File: src/rtl/mem_port_arbiter.sv
// Arbitrates one single-port memory bus between instruction fetch and the MEM
// stage. Data has priority, fetch is protected against starvation, hung accesses time out.
module mem_port_arbiter #(
  parameter int ADDR_W       = 32,
  parameter int DATA_W       = 32,
  parameter int MAX_WAIT     = 15,
  parameter int STARVE_LIMIT = 4
) (
  input  logic              clk_i,
  input  logic              rst_i,
  input  logic              if_req_i,
  input  logic [ADDR_W-1:0] if_addr_i,
  output logic              if_gnt_o,
  output logic              if_rvalid_o,
  output logic [DATA_W-1:0] if_rdata_o,
  input  logic              d_req_i,
  input  logic              d_we_i,
  input  logic [ADDR_W-1:0] d_addr_i,
  input  logic [DATA_W-1:0] d_wdata_i,
  input  logic [3:0]        d_be_i,
  output logic              d_gnt_o,
  output logic              d_rvalid_o,
  output logic [DATA_W-1:0] d_rdata_o,
  output logic              err_o,
  output logic              mem_req_o,
  output logic              mem_we_o,
  output logic [ADDR_W-1:0] mem_addr_o,
  output logic [DATA_W-1:0] mem_wdata_o,
  output logic [3:0]        mem_be_o,
  input  logic              mem_ack_i,
  input  logic [DATA_W-1:0] mem_rdata_i,
  output logic              stall_if_o,
  output logic              stall_mem_o
);

  typedef enum logic [1:0] {IDLE, IBUSY, DBUSY} state_t;

  state_t     state;
  logic [7:0] wait_cnt;
  logic [3:0] starve_cnt;
  logic       starve_full;
  logic       idle;
  logic       last_wait;

  assign idle        = (state == IDLE);
  assign starve_full = (starve_cnt == 4'(STARVE_LIMIT));
  assign last_wait   = (wait_cnt == 8'(MAX_WAIT - 1));

  // Data wins a tie unless fetch has already lost STARVE_LIMIT times in a row.
  assign if_gnt_o = idle & if_req_i & (~d_req_i | starve_full);
  assign d_gnt_o  = idle & d_req_i & ~if_gnt_o;

  assign stall_if_o  = (if_req_i & ~if_gnt_o) | (state == IBUSY);
  assign stall_mem_o = (d_req_i & ~d_gnt_o) | (state == DBUSY);

  always_ff @(posedge clk_i or negedge rst_i) begin
    if (!rst_i) begin
      state       <= IDLE;
      wait_cnt    <= '0;
      starve_cnt  <= '0;
      mem_req_o   <= 1'b0;
      mem_we_o    <= 1'b0;
      mem_addr_o  <= '0;
      mem_wdata_o <= '0;
      mem_be_o    <= '0;
      if_rvalid_o <= 1'b0;
      if_rdata_o  <= '0;
      d_rvalid_o  <= 1'b0;
      d_rdata_o   <= '0;
      err_o       <= 1'b0;
    end else begin
      if_rvalid_o <= 1'b0;
      d_rvalid_o  <= 1'b0;
      err_o       <= 1'b0;
      unique case (state)
        IDLE: begin
          if (if_gnt_o) begin
            state       <= IBUSY;
            mem_req_o   <= 1'b1;
            mem_we_o    <= 1'b0;
            mem_addr_o  <= if_addr_i;
            mem_wdata_o <= '0;
            mem_be_o    <= 4'hF;
            wait_cnt    <= '0;
            starve_cnt  <= '0;
          end else if (d_gnt_o) begin
            state       <= DBUSY;
            mem_req_o   <= 1'b1;
            mem_we_o    <= d_we_i;
            mem_addr_o  <= d_addr_i;
            mem_wdata_o <= d_wdata_i;
            mem_be_o    <= d_be_i;
            wait_cnt    <= '0;
            if (if_req_i && !starve_full)
              starve_cnt <= starve_cnt + 4'd1;
          end
        end
        IBUSY, DBUSY: begin
          // An ack in the final wait cycle still completes normally.
          if (mem_ack_i) begin
            state     <= IDLE;
            mem_req_o <= 1'b0;
            if (state == IBUSY) begin
              if_rvalid_o <= 1'b1;
              if_rdata_o  <= mem_rdata_i;
            end else begin
              d_rvalid_o <= 1'b1;
              d_rdata_o  <= mem_we_o ? '0 : mem_rdata_i;
            end
          end else if (last_wait) begin
            state     <= IDLE;
            mem_req_o <= 1'b0;
            err_o     <= 1'b1;
            if (state == IBUSY) begin
              if_rvalid_o <= 1'b1;
              if_rdata_o  <= '0;
            end else begin
              d_rvalid_o <= 1'b1;
              d_rdata_o  <= '0;
            end
          end else begin
            wait_cnt <= wait_cnt + 8'd1;
          end
        end
        default: state <= IDLE;
      endcase
    end
  end

endmodule

File: config.mk
export PLATFORM = sky130hd
export DESIGN_NAME = mem_port_arbiter
export DESIGN_NICKNAME = d
export VERILOG_FILES = /design/src/rtl/mem_port_arbiter.sv
export SDC_FILE = /design/constraint.sdc
export NUM_CORES = 1
export LEC_CHECK = 0
export CORE_MARGIN = 3
export CORE_UTILIZATION = 45
export DETAILED_ROUTE_END_ITERATION = 7
export PLACE_DENSITY = 0.92
export SYNTH_ARGS = -nofsm -noshare
export SYNTH_HDL_FRONTEND = slang
export SYNTH_SLANG_ARGS = --single-unit
File: constraint.sdc
create_clock -name clk_i -period 3.1 [get_ports clk_i]
set_clock_uncertainty 0.05 [all_clocks]
set_input_delay 0.31 -clock clk_i [delete_from_list [all_inputs] [get_ports clk_i]]
set_output_delay 0.31 -clock clk_i [all_outputs]
set_load 0.05 [all_outputs]
==> run_results.csv, run 1 <==
group,metric,value,unit
timing,tightest_slew,0.858,ns
timing,slew_headroom,42.8,%
timing,hold_viol_final,0,
drt,wl_met1,7.34,mm
layout,final_util,74.6,%
setup_path,arrival,2.57,ns
logic_synthesis,avgSynthCellArea,13.6,um2
setup_path,critPathBufInv,2,
timing,final-setup-viol-count,0,
logic_synthesis,yosysMostFrequentCell,"dfrtp_1",
timing,worst_hold_slack,0.423,ns
power,total_leakage_power,4.42,nW
drt,met3_length,1.79,mm
floorplan,core.rowCount,41,
setup_path,cp-end-kind,"primary output",
floorplan,die_y,122,um
logic_synthesis,syn_area,0.00607,mm2
status,status,"complete, no violations",
setup_path,crit_family,"buffers and inverters",
timing,finalMaxSlewViolations,0,
power,ir_worst_vdd,0.795,mV
global_routing,grt_max_degree,95,
global_routing,grt_overflow,0,
setup_path,path_max_fanout,6,
floorplan,dieWidth,122,um
global_routing,grt_pass1_vias,5377,
clocking,cts_setup_buffers,0,
layout,fin_area,0.00961,mm2
logic_synthesis,ys_async_sr_fraction,100,%
setup_path,worstRegToRegCells,8,
layout,layout-drive-gt1-share,8.04,%
placed_design,gp_congestion,0.857,
setup_path,rrSetupSlack,0.73,ns
logic_synthesis,synth_common_cells,"151 x dfrtp_1, 129 x a22o_1, 33 x a21o_1",
placed_design,hpwl,14.1,mm
setup_path,crit-reg2reg-capture,"mem_wdata_o[0]",
logic_synthesis,syn_nets,592,
logic_synthesis,synth_edf_count,0,
drt,highest_layer,"met4",
setup_path,rr_startpoint,"state[0]",
drt,routed_wl,19.6,mm
placed_design,numPortBuffers,278,
drt,drc,0,
logic_synthesis,ys_warn_count,0,
setup_path,required,2.74,ns
setup_path,worst-setup-path-type,"reg2out",
drt,ant_nets,0,
drt,dr.pass1.iters,5,
logic_synthesis,synth_area_leader_cell,"dfrtp_1",
clocking,clk_pin_slew_worst_paths,0.07,ns
layout,antenna-diode-count,0,
min_path,min_path_type,"in2reg",
floorplan,initial_utilization,47.1,%
floorplan,die_area,0.0149,mm2
global_routing,grt_usage,25.6,%
timing,fmax,342,MHz
clocking,root_buffer,"clkbuf_16",
setup_path,path_depth,6,
power,total_power,0.0127,W
logic_synthesis,synth_cell_type_count,48,
layout,final_nets,866,
layout,area_delta_synth_final,58.4,%
drt,wl_per_cell,21.7,um
setup_path,critPathMaxStageDelay,0.69,ns
setup_path,crit_start,"state[0]",
logic_synthesis,ys_ff_latch,151,
drt,vias,5181,
logic_synthesis,yosysTopAreaCellShare,62.3,%
clocking,cts_inserted_buffers,17,
timing,grt_setup_unrepaired,"false",
clocking,htree_levels,4,
logic_synthesis,seq_area_frac_synth,62.3,%
logic_synthesis,netlist_instances,447,
layout,fillCellCount,799,
global_routing,antenna_found_initial,0,
timing,tns,0,ns
timing,fin_crit,2.93,ns
logic_synthesis,synth_area_leaders,"dfrtp_1 62%, a22o_1 19%, a21o_1 4.1%",
placed_design,place_area,0.00900,mm2
global_routing,grt_pass1_wl,29.4,mm
clocking,clock_latency,0.42,ns
run,drv_cap,0,
floorplan,io_pins,279,
setup_path,path_cells,"inv_1, ha_1, and2_1, nand2_2, a21o_1, clkdlybuf4s50_1",
timing,final.period_utilization,94.4,%
clocking,cts_tree,"yes",
setup_path,setup.worst_path.end,"stall_if_o",
drt,avgViaCountPerCell,5.72,
drt,drtIter0Drc,503,
floorplan,core_area,0.0129,mm2
logic_synthesis,ys.flop_type,"dfrtp_1",
clocking,numClockSinks,151,
setup_path,crit_path_top_delay_cell,"clkdlybuf4s50_1",
clocking,clk_path_buf_depth,2,
power,p_per_area,1330,mW/mm2
drt,dr_wl_met2,10.1,mm
setup_path,cp-start-kind,"flip-flop",
[state kept, by name, indices dropped and copies added (netlist names), 2 cells and up]
register,cells
starve_cnt,4
mem_wdata_o,32
if_rdata_o,32
wait_cnt,8
mem_addr_o,32
mem_be_o,4
d_rdata_o,32
state,2
[worst reg2reg max path: cells and delay by family (launching register included)]
kind                     cells  cell delay (ns)
AO/OA/AOI/OAI                1             0.27
buffers and inverters        3             0.62
flip-flops                   1             0.36
adder cells (fa/ha/maj)      1             0.29
AND/OR/NAND/NOR              3             0.71
[worst min-delay path by stage]
| stage | from | to | slack [ns] | cells after the start |
|---|---|---|---|---|
| 2_1_floorplan | rst_i | d_rdata_o[0] | -0.04 | 0 |
| 3_3_place_gp | rst_i | mem_addr_o[22] | 0.37 | 1 |
| 5_1_grt | d_addr_i[5] | mem_addr_o[5] | 0.41 | 2 |
| 6_report | d_addr_i[5] | mem_addr_o[5] | 0.42 | 2 |
| 4_1_cts | d_addr_i[5] | mem_addr_o[5] | 0.41 | 2 |
| 3_5_place_dp | rst_i | mem_addr_o[22] | 0.41 | 1 |
[report_power, final]
group          leakage [nW]  switching, W  internal [W]
logic                  2.22       0.00462       0.00260
registers              1.93      0.000582       0.00285
clock network         0.277      0.000884       0.00121
total                  4.42       0.00609       0.00666
[cell families after synthesis]
kind of cell	synth area share [%]
compound gates	26.5
fa+ha+maj	1.44
buf+inv	3.86
flops	62.3
mux	0.660
simple gates	5.26
[cell type report]
| cell class | count | area [um2] | share of cell area (%) |
|---|---|---|---|
| repair buffers | 286 | 2900 | 30.2 |
| well taps | 172 | 215 | 2.24 |
| flip-flops and latches | 151 | 3780 | 39.3 |
| clock buffers | 17 | 425 | 4.43 |
| clock inverters | 15 | 169 | 1.76 |
| multi-input cells | 254 | 2070 | 21.6 |
| inverters | 11 | 41.3 | 0.430 |
[placed cells by master, fill, tap and decap left out, drive strengths merged, types with 2 or more instances in the layout]
master,count
a22o,129
nor3,2
clkinvlp,5
or3,4
inv,17
o21ai,9
nand2,18
clkinv,2
o21bai,2
mux2i,4
or4,2
and3,2
a21o,33
nand3,6
o2bb2ai,2
ha,7
dfrtp,151
clkdlybuf4s50,274
o211ai,2
a21oi,7
nor2,4
or2,2
o31ai,3
nand3b,2
clkbuf,17
bufinv,2
buf,11
[timing repair]
item	4_1_cts	5_1_grt
hold buffers	1	0
endpoints found under the hold margin	93	0
gates resized for setup	0	0
[per-layer routing]
metal	global-route usage (%)	up-vias
met1	29.5	2591
li1	-	2254
met5	0	-
met3	7.57	33
met4	9.73	0
met2	45.1	303
[stage by stage]
step / setup slack, ns / std cells
after floorplan: 0.571 / 447
after global placement: 0.553 / 873
after detailed placement: 0.510 / 873
after CTS: 0.178 / 906
after global routing: 0.0629 / 906
final: 0.173 / 906
(Power assumes the default switching activity.)
==> inputs of run 2 (changes only) <==
Settings changed: CORE_MARGIN 3 to 4.
==> run_results.csv, run 2 (synthesized netlist as in run 1, its figures left out) <==
group,metric,value,unit
status,status,"complete, no violations",
drt,wl_per_cell,21.8,um
layout,final_nets,867,
timing,fin_crit,2.93,ns
timing,fmax,341,MHz
setup_path,arrival,2.57,ns
floorplan,die_area,0.0154,mm2
global_routing,grt_pass1_wl,29.6,mm
timing,final-setup-viol-count,0,
drt,drtIter0Drc,376,
clocking,clk_pin_slew_worst_paths,0.06,ns
clocking,root_buffer,"clkbuf_16",
clocking,cts_tree,"yes",
setup_path,path_max_fanout,6,
layout,layout_common_cells,"274 x clkdlybuf4s50_1, 151 x dfrtp_1, 129 x a22o_1, 33 x a21o_1",
timing,final.period_utilization,94.6,%
run,drv_cap,0,
layout,layout_commonest_cell,"clkdlybuf4s50_1",
clocking,cts_setup_buffers,0,
drt,ant_nets,0,
setup_path,crit_path_top_delay_cell,"clkdlybuf4s50_1",
global_routing,grt_usage,25.3,%
floorplan,die_y,124,um
layout,layout-drive-gt1-share,8.03,%
drt,vias,5189,
global_routing,grt_use_met1,29.0,%
timing,hold_viol_final,0,
setup_path,critPathMaxStageDelay,0.69,ns
global_routing,grt_overflow,0,
placed_design,gp_congestion,0.823,
power,total_power,0.0128,W
clocking,cts_inserted_buffers,17,
power,ir_worst_vdd,0.912,mV
setup_path,path_cells,"inv_1, ha_1, and2_1, nand2_2, a21o_1, clkdlybuf4s50_1",
timing,finalMaxSlewViolations,0,
clocking,htree_levels,4,
timing,tightest_slew,0.585,ns
global_routing,antenna_found_initial,0,
clocking,numClockSinks,151,
drt,avgViaCountPerCell,5.70,
setup_path,crit_family,"buffers and inverters",
placed_design,dpl.cell_count,878,
global_routing,grt-busiest-layer,"met2",
min_path,min_path_type,"in2async",
layout,final_cells,911,
floorplan,core_area,0.0132,mm2
placed_design,numPortBuffers,278,
setup_path,cp-start-kind,"flip-flop",
placed_design,hpwl,14.3,mm
clocking,clk_path_buf_depth,2,
setup_path,required,2.74,ns
global_routing,grt_max_degree,70,
setup_path,cp-end-kind,"primary output",
floorplan,core.rowCount,42,
drt,drc,0,
setup_path,worst-setup-path-type,"reg2out",
power,p_per_area,1330,mW/mm2
power,total_leakage_power,4.45,nW
global_routing,grtUsageMet2,43.0,%
global_routing,grtUsageMet3,9.45,%
floorplan,initial_utilization,45.8,%
drt,dr.pass1.iters,5,
timing,tns,0,ns
global_routing,grt_pass1_vias,5475,
timing,grt_setup_unrepaired,"false",
clocking,clock_latency,0.41,ns
setup_path,critPathBufInv,2,
floorplan,dieWidth,124,um
drt,routed_wl,19.8,mm
layout,antenna-diode-count,0,
timing,slew_headroom,61.0,%
layout,area_delta_synth_final,58.9,%
floorplan,io_pins,279,
[run 2: cell count changes in the layout (fill, tap and decap cells not counted)]
cell,previous run,this run
inv_8,2,0
clkbuf_8,0,1
clkbuf_1,0,1
inv_6,4,2
clkinvlp_4,5,2
bufinv_16,2,3
buf_4,5,6
clkinv_4,1,5
[run 2: layout make-up]
class	instances	area, um2
Clock inverter	13	171
Fill cell	841	3600
Clock buffer	19	443
Inverter	11	41.3
Sequential cell	151	3780
Tap cell	176	220
Timing Repair Buffer	287	2910
Multi-Input combinational cell	254	2070
[run 2: worst reg2reg max path, cell delays in order, from the launching register on]
cell and delay [ns]:
dfrtp_1 0.42, inv_1 0.06, ha_1 0.19, nand3b_1 0.15, nand2_1 0.15, nand2_2 0.20
inv_2 0.08, nor2_4 0.20, buf_4 0.49, a22o_1 0.29
[run 2: final timing paths]
| path | start | to | slack, ns | cells after the start |
|---|---|---|---|---|
| worst max-delay path | state[0] | stall_if_o | 0.17 | 6 |
| max in group asynchronous | rst_i | mem_addr_o[7] | 1.80 | 3 |
| worst min register to register | mem_be_o[3] | mem_be_o[3] | 0.43 | 2 |
| worst max register to register | starve_cnt[0] | mem_wdata_o[5] | 0.77 | 9 |
| worst min-delay path | rst_i | if_rdata_o[31] | 0.41 | 2 |
| min in group clk_i | d_addr_i[23] | mem_addr_o[23] | 0.43 | 2 |
[run 2: power by group]
| part | internal [W] | leakage, nW | switching (W) | total, W |
|---|---|---|---|---|
| sequential | 0.00285 | 1.93 | 0.000585 | 0.00344 |
| clock | 0.00130 | 0.294 | 0.000833 | 0.00213 |
| combinational | 0.00260 | 2.22 | 0.00463 | 0.00723 |
| total | 0.00675 | 4.45 | 0.00605 | 0.0128 |
[run 2: metal layers]
| layer | part of all wire (%) | vias to the layer above | wire, um |
|---|---|---|---|
| li1 | - | 2252 | - |
| met1 | 36 | 2587 | 7220 |
| met2 | 51 | 309 | 10000 |
| met3 | 10 | 41 | 2040 |
| met4 | 2.7 | 0 | 539 |
| met5 | 0 | - | 0 |
[run 2: through the flow]
stage | hold slack, ns | area (um2) | worst slack (ns) | utilization [%]
global placement | 0.277 | 9010 | 0.585 | 68.1
CTS | 0.408 | 9640 | 0.157 | 72.8
global route | 0.411 | 9640 | 0.0263 | 72.8
detailed placement | 0.287 | 9010 | 0.464 | 68.1
finish | 0.405 | 9640 | 0.168 | 72.8
floorplan | -0.0356 | 6070 | 0.571 | -
[run 2: what timing repair did]
action                                 in CTS  in global routing
hold buffers                                1                  0
gates resized for setup                     0                  0
endpoints found under the hold margin      61                  0
